--- src/rtl/victory_scorer.sv ---
// Tug-of-war round/game scorer: detects edge wins, keeps scores,
// drives score digits and holds the playfield in reset between rounds.
module victory_scorer #(
  parameter int NUM_LEDS    = 9,
  parameter int WIN_SCORE   = 7,
  parameter int HOLD_CYCLES = 4
) (
  input  logic                clk,
  input  logic                reset,
  input  logic                L,
  input  logic                R,
  input  logic [NUM_LEDS-1:0] led,
  output logic                round_reset,
  output logic                left_win,
  output logic                right_win,
  output logic                game_over,
  output logic [6:0]          hex_left,
  output logic [6:0]          hex_right
);

  localparam logic [1:0] PLAY = 2'd0;
  localparam logic [1:0] HOLD = 2'd1;
  localparam logic [1:0] OVER = 2'd2;

  localparam int HW = (HOLD_CYCLES > 1) ? $clog2(HOLD_CYCLES) : 1;
  localparam logic [HW-1:0] HOLD_LOAD = HW'(HOLD_CYCLES - 1);
  localparam logic [3:0]    WS = 4'(WIN_SCORE);

  logic [1:0]    state;
  logic [3:0]    score_l;
  logic [3:0]    score_r;
  logic [HW-1:0] hold_cnt;
  logic          win_l;
  logic          win_r;
  logic          final_round;
  logic          unused_led;

  // Inner LEDs only matter to the playfield itself.
  assign unused_led = ^led;

  assign win_l = led[NUM_LEDS-1] & L & ~R;
  assign win_r = led[0] & R & ~L;

  assign final_round = left_win ? (score_l == WS)
                                : (score_r == WS);

  always_ff @(posedge clk) begin
    if (!reset) begin
      state       <= PLAY;
      score_l     <= 4'd0;
      score_r     <= 4'd0;
      hold_cnt    <= '0;
      round_reset <= 1'b0;
      left_win    <= 1'b0;
      right_win   <= 1'b0;
      game_over   <= 1'b0;
    end else begin
      unique case (state)
        PLAY: begin
          round_reset <= 1'b0;
          unique case (1'b1)
            win_l: begin
              if (score_l < WS) score_l <= score_l + 4'd1;
              left_win    <= 1'b1;
              right_win   <= 1'b0;
              round_reset <= 1'b1;
              hold_cnt    <= HOLD_LOAD;
              state       <= HOLD;
            end
            win_r: begin
              if (score_r < WS) score_r <= score_r + 4'd1;
              left_win    <= 1'b0;
              right_win   <= 1'b1;
              round_reset <= 1'b1;
              hold_cnt    <= HOLD_LOAD;
              state       <= HOLD;
            end
            default: ;
          endcase
        end
        HOLD: begin
          if (hold_cnt == '0) begin
            if (final_round) begin
              state     <= OVER;
              game_over <= 1'b1;
            end else begin
              state       <= PLAY;
              round_reset <= 1'b0;
              left_win    <= 1'b0;
              right_win   <= 1'b0;
            end
          end else begin
            hold_cnt <= hold_cnt - HW'(1);
          end
        end
        OVER: ;
        default: state <= PLAY;
      endcase
    end
  end

  function automatic logic [6:0] hex7(input logic [3:0] v);
    case (v)
      4'd0:    hex7 = 7'b1000000;
      4'd1:    hex7 = 7'b1111001;
      4'd2:    hex7 = 7'b0100100;
      4'd3:    hex7 = 7'b0110000;
      4'd4:    hex7 = 7'b0011001;
      4'd5:    hex7 = 7'b0010010;
      4'd6:    hex7 = 7'b0000010;
      4'd7:    hex7 = 7'b1111000;
      4'd8:    hex7 = 7'b0000000;
      4'd9:    hex7 = 7'b0010000;
      default: hex7 = 7'b1111111;
    endcase
  endfunction

  assign hex_left  = hex7(score_l);
  assign hex_right = hex7(score_r);

endmodule
--- config.mk ---
export PLATFORM = sky130hd
export DESIGN_NAME = victory_scorer
export DESIGN_NICKNAME = d
export VERILOG_FILES = /design/src/rtl/victory_scorer.sv
export SDC_FILE = /design/constraint.sdc
export NUM_CORES = 1
export LEC_CHECK = 0
export ABC_AREA = 1
export CAP_MARGIN = 20
export CORE_UTILIZATION = 55
export DETAILED_ROUTE_END_ITERATION = 8
export PLACE_DENSITY_LB_ADDON = 0.15
export SYNTH_ARGS = -nofsm -noshare
export SYNTH_HDL_FRONTEND = slang
export SYNTH_SLANG_ARGS = --single-unit
--- constraint.sdc ---
create_clock -name clk -period 2.75 [get_ports clk]
set_input_delay 0.825 -clock clk [delete_from_list [all_inputs] [get_ports clk]]
set_output_delay 0.825 -clock clk [all_outputs]
set_load 0.02 [all_outputs]
* Yosys cells after proc, flatten, opt, wreduce, memory -nomap -nowiden
Memory sizes are Yosys's and may differ from the RTL's. A register that Yosys moved wholly into a read port is not among the register bits. Cells that the tools add are included.
Word-level totals: register bits 16, latch bits 0, RAM bits 0, ROM bits 224, bits of input ports 13, output and inout bits 18, logic and storage cells 62, memories 2
Operators by class: add/sub/neg operators 3, $mul 0, divide/modulo/power cells 0, order comparisons 2, eq/ne operators 9, shifts and indexed selects 0, multiplexer cells 20, bitwise logic cells 7, reduce and logical (&&, ||, !) cells 11
Memory list:
- (name not given) | words 16, bits a word 7, read ports 1, clocked after memory_dff 1, wr ports 0, line 103 | case (v)
- (name not given) | words 16, bits a word 7, read ports 1, clocked after memory_dff 1, wr ports 0, line 103
Operator list (number):
- AND reduction 3 bit | 6
- two-way mux 4 bit | 4
- two-way mux 2 bit | 5
- one-hot mux 1 bit (2 select lines) | 5
- adder 4 x 1 -> 4 bit, second input constant | 2
- == test 4 x 3 -> 1 bit, second input constant | 2
- < comparator 4 x 3 -> 1 bit, second input constant | 2
- inequality test 2 bit, second input constant | 4
- one-hot mux 2 bit (3 select lines) | 1
- bitwise AND 1 bit | 4
- zero test 2 bit | 2
- two-way mux 1 bit | 4
- one-hot mux 2 bit (2 select lines) | 1
- AND reduction 4 bit | 1
- inequality test 3 bit, second input constant | 1
- inverter 1 bit | 3
- == test 2 x 1 -> 1 bit, second input constant | 1
- == test 2 bit, second input constant | 1
- nonzero test 2 bit | 1
- OR reduction 2 bit | 1
- subtractor 2 x 1 -> 2 bit, second input constant | 1

* Depth between registers and ports, before layout
depth after elaboration 5, gate-level depth with buffers 14, depth with buffers taken out 14

* Worst setup path after synthesis
OpenSTA, ideal clock, no wires.
path type input to register, from in reset, to reg, netlist name hex_left[3], library setup time 0.059 ns, data arrival time 1.964 ns, required time 2.691 ns, path slack 0.727 ns, stages on the path 7, path buffers 2, cell sequence clkbuf_8 -> clkbuf_1 -> nand2_1 -> ha_1 -> o21ai_0 -> nand2_1 -> nand2_1
On the way: word-level cells in the longest chain between the ends 1
Ends and longest elaborated chain:
- start, declared | line 9 | input logic reset,
- two-way mux 4 bit (no line)
No other way between the ends. A chain may end at the register's enable or synchronous reset.

* Worst setup path after layout
from in R, to reg, netlist name hex_right[5]
On the way: word-level cells in the longest chain between the ends 5
Ends and longest elaborated chain:
- start, declared | line 11 | input logic R,
- bitwise AND 1 bit (2 in series) | line 42 | assign win_r = led[0] & R & ~L;
- AND reduction 3 bit (no line)
- two-way mux 4 bit (no line) (2 in series)
No other way between the ends.

==> summary.md <==
| Metric | Value |
|---|---|
| Mapped Avg Cell Area | `7.17 µm²` |
| Share of cells above drive strength 1 | `13.8%` |
| Critical Path AT | `about 2600 ps` |
| Mapped cell area | `approximately 1600 µm²` |
| Starting density of the core | `57.9%` |
| Final Util | `about 70%` |
| Slew Viols, Final | `0` |
| Drt via density | `4.77` |
| Final hold vios | `0` |
| Synth Flop Type | `dfxtp_1` |
| Required time of the worst setup path | `between 2000 and 3000 ps` |
| Yosys cell types | `24` |
| CTS tree | `done` |
| Reg clk slew, reported paths | `100 ps` |
| Worst relative slew slack | `71.0%` |
| Diode count | `0` |
| Setup crit end kind | `flop` |
| Vias in the first global route | `roughly 1.2k` |
| Rows | `19` |
| Clock sink count | `30` |
| EDFF count, synth | `0` |
| Grt total ovfl | `0` |
| Pwr Total | `about 0.9 mW` |
| Area Growth Syn to Fin | `21.3%` |
| F_max | `~420 MHz` |
| Fin worst setup slack | `359 ps` |
| Syn_nets | `247` |
| Outcome | `finished clean` |
| Hold slack | `460 ps` |
| Critical path type | `in2reg` |
| Pin count of the biggest net entering global routing | `12` |
| # port buffers | `23` |
| Post-synthesis compound-gate area fraction | `around 6.2%` |
| Post-DP HPWL | `2190 µm` |
| Synth Area in Adders | `between 10 and 15%` |
| Wire length per cell | `9.49 µm` |
| Largest area contributor in the netlist | `dfxtp_1` |
| Die Y | `roughly 56 µm` |
| Antenna viol nets, final | `0` |
| VDD IR max | `around 350 µV` |
| Worst min path class | `reg2reg` |
| RSZ-0062 raised after global routing | `no` |
| Fin crit period | `2390 ps` |
| Area after DPL | `1860 µm²` |
| Final Skew | `~9.2 ps` |
| Worst-skew pair later-pin latency | `between 300 and 400 ps` |
| Mux cell area share after synthesis | `0%` |
| Die ar. | `3100 µm²` |
| Clk Tree Root Cell | `clkbuf_4` |
| Final std cell area, no fill | `approximately 1900 µm²` |
| Hold_buf cts | `0` |
| Count leader, synth | `nand2_1` |
| Number of CTS-inserted buffers | `5` |
| First-pass GRT wire length | `between 4000 and 5000 µm` |
| Core area | `2730 µm²` |
| Synth Area in Simple Gates | `33.3%` |
| H-tree lvl count | `2` |
| Leakage power | `between 1 and 1.5 nW` |
| Fin nets | `between 200 and 300` |
| Drt pass-1 iters | `4` |
| Sequential fraction of the synthesis area | `37.9%` |
| Final setup violation count | `0` |
| Mapped Cells | `221` |
| Startpoint Class | `primary input` |
| Post-synthesis async set-or-reset flop share | `0%` |
| DR vias | `1356` |
| DR DRC count | `0` |
| Routed Wire Length | `around 2700 µm` |
| Top cells by area, synth | `dfxtp_1 38%, nand2_1 15%, ha_1 10%` |
| Gpl congestion | `between 0.8 and 0.9` |
| Overall Global Routing Usage | `about 20%` |
| Post-CTS Resized | `0` |
| Crit path max fanout | `5` |
| Yosys warning count | `0` |
| Initial antenna violation count | `0` |
| PD cells | `between 400 and 500 nW/µm²` |
| Yosys reg bits | `30` |
| Placed cell count | `276` |
| Clock Tree Buf Depth | `2` |
| Top-area cell type share of the netlist area | `between 30% and 40%` |
| Top Ports | `31` |
| Post-CTS setup buffers | `0` |
| Largest family of logic cells by synthesized area | `simple AND/OR/NAND/NOR gates` |
| DP Worst Slack | `approximately 16 ps` |
| Layout Cells excl Fill | `284` |
| Die width | `55.7 µm` |
| Initial DRC Count | `42` |
| Final TNS setup | `0 ps` |
| Final period util | `86.9%` |
| Xor-xnor portion of the synthesized cell area | `0%` |
| Maxcap violations | `0` |
| Top cells by count, synth | `62 x nand2_1, 41 x inv_1, 30 x dfxtp_1, 18 x nand3_1, 13 x ha_1` |
| Worst-Margin Slew | `434 ps` |
-- placed cells by master, fill, tap and decap left out --
master,instances
buf_4,3
nor2_2,2
nand3_1,18
nand2_1,62
clkinvlp_4,1
nand2_2,9
inv_2,2
o31ai_1,1
o21ai_0,4
nand3b_1,2
nor3_1,1
clkbuf_4,5
clkdlybuf4s50_1,23
a21oi_1,5
clkbuf_8,1
clkinv_2,4
nor2_4,1
ha_1,13
nand4_1,3
nand2_4,1
a31oi_1,2
inv_1,41
nor2_1,12
o21ai_2,3
dfxtp_1,30
o211ai_1,1
nand3_2,3
-- final cells by class --
type / instances / area, µm²
clock inverters: 2 / 12.5
well taps: 31 / 38.8
inverters: 46 / 176
repair buffers: 26 / 253
clock buffers: 6 / 51.3
fillers: 231 / 812
multi-input cells: 143 / 790
flip-flops and latches: 30 / 601
-- final timing paths --
| kind | start | end | slack, ps | depth (start not counted) |
|---|---|---|---|---|
| max reg2reg | score_l[0] | hex_left[3] | 780 | 12 |
| min | game_over | game_over | 460 | 2 |
| min reg2reg | game_over | game_over | 460 | 2 |
| max | R | hex_right[5] | 360 | 13 |
-- report_power, final --
group	total [mW]	internal [mW]	switching [mW]	leakage [nW]
registers	0.470	0.458	0.0120	0.245
logic	0.163	0.0702	0.0930	0.769
clock network	0.274	0.123	0.151	0.0343
total	0.907	0.651	0.256	1.05
-- cells by family after synthesis --
family,Yosys count
and+or+nand+nor,114
buffers and inverters,48
DFF,30
AOI/OAI and AO/OA,16
adders and majority gates,13
-- critical path, stage by stage --
cell             delay, ps
clkdlybuf4s50_1        540
nand3_2                140
nor2_4                 150
nand2_1                 80
nand2_1                 60
nand2_1                 60
nand2_1                160
inv_1                   90
ha_1                   210
o21ai_2                130
inv_1                   70
nand2_1                 60
nand2_1                 50
-- sequential cells by signal, summed over array words and instances (netlist names) --
register / flops
score_l: 4
right_win: 1
state: 2
round_reset: 1
hex_right: 7
score_r: 4
hex_left: 7
hold_cnt: 2
left_win: 1
game_over: 1
-- metal layers --
layer | vias up | part of all wire [%] | GRT usage (%)
li1 | 740 | - | -
met1 | 592 | 49 | 24.6
met2 | 22 | 47 | 33.9
met3 | 2 | 3.4 | 4.88
met4 | 0 | 0.85 | 8.57
met5 | - | 0 | 0
Power figures use the tool's default switching activity.
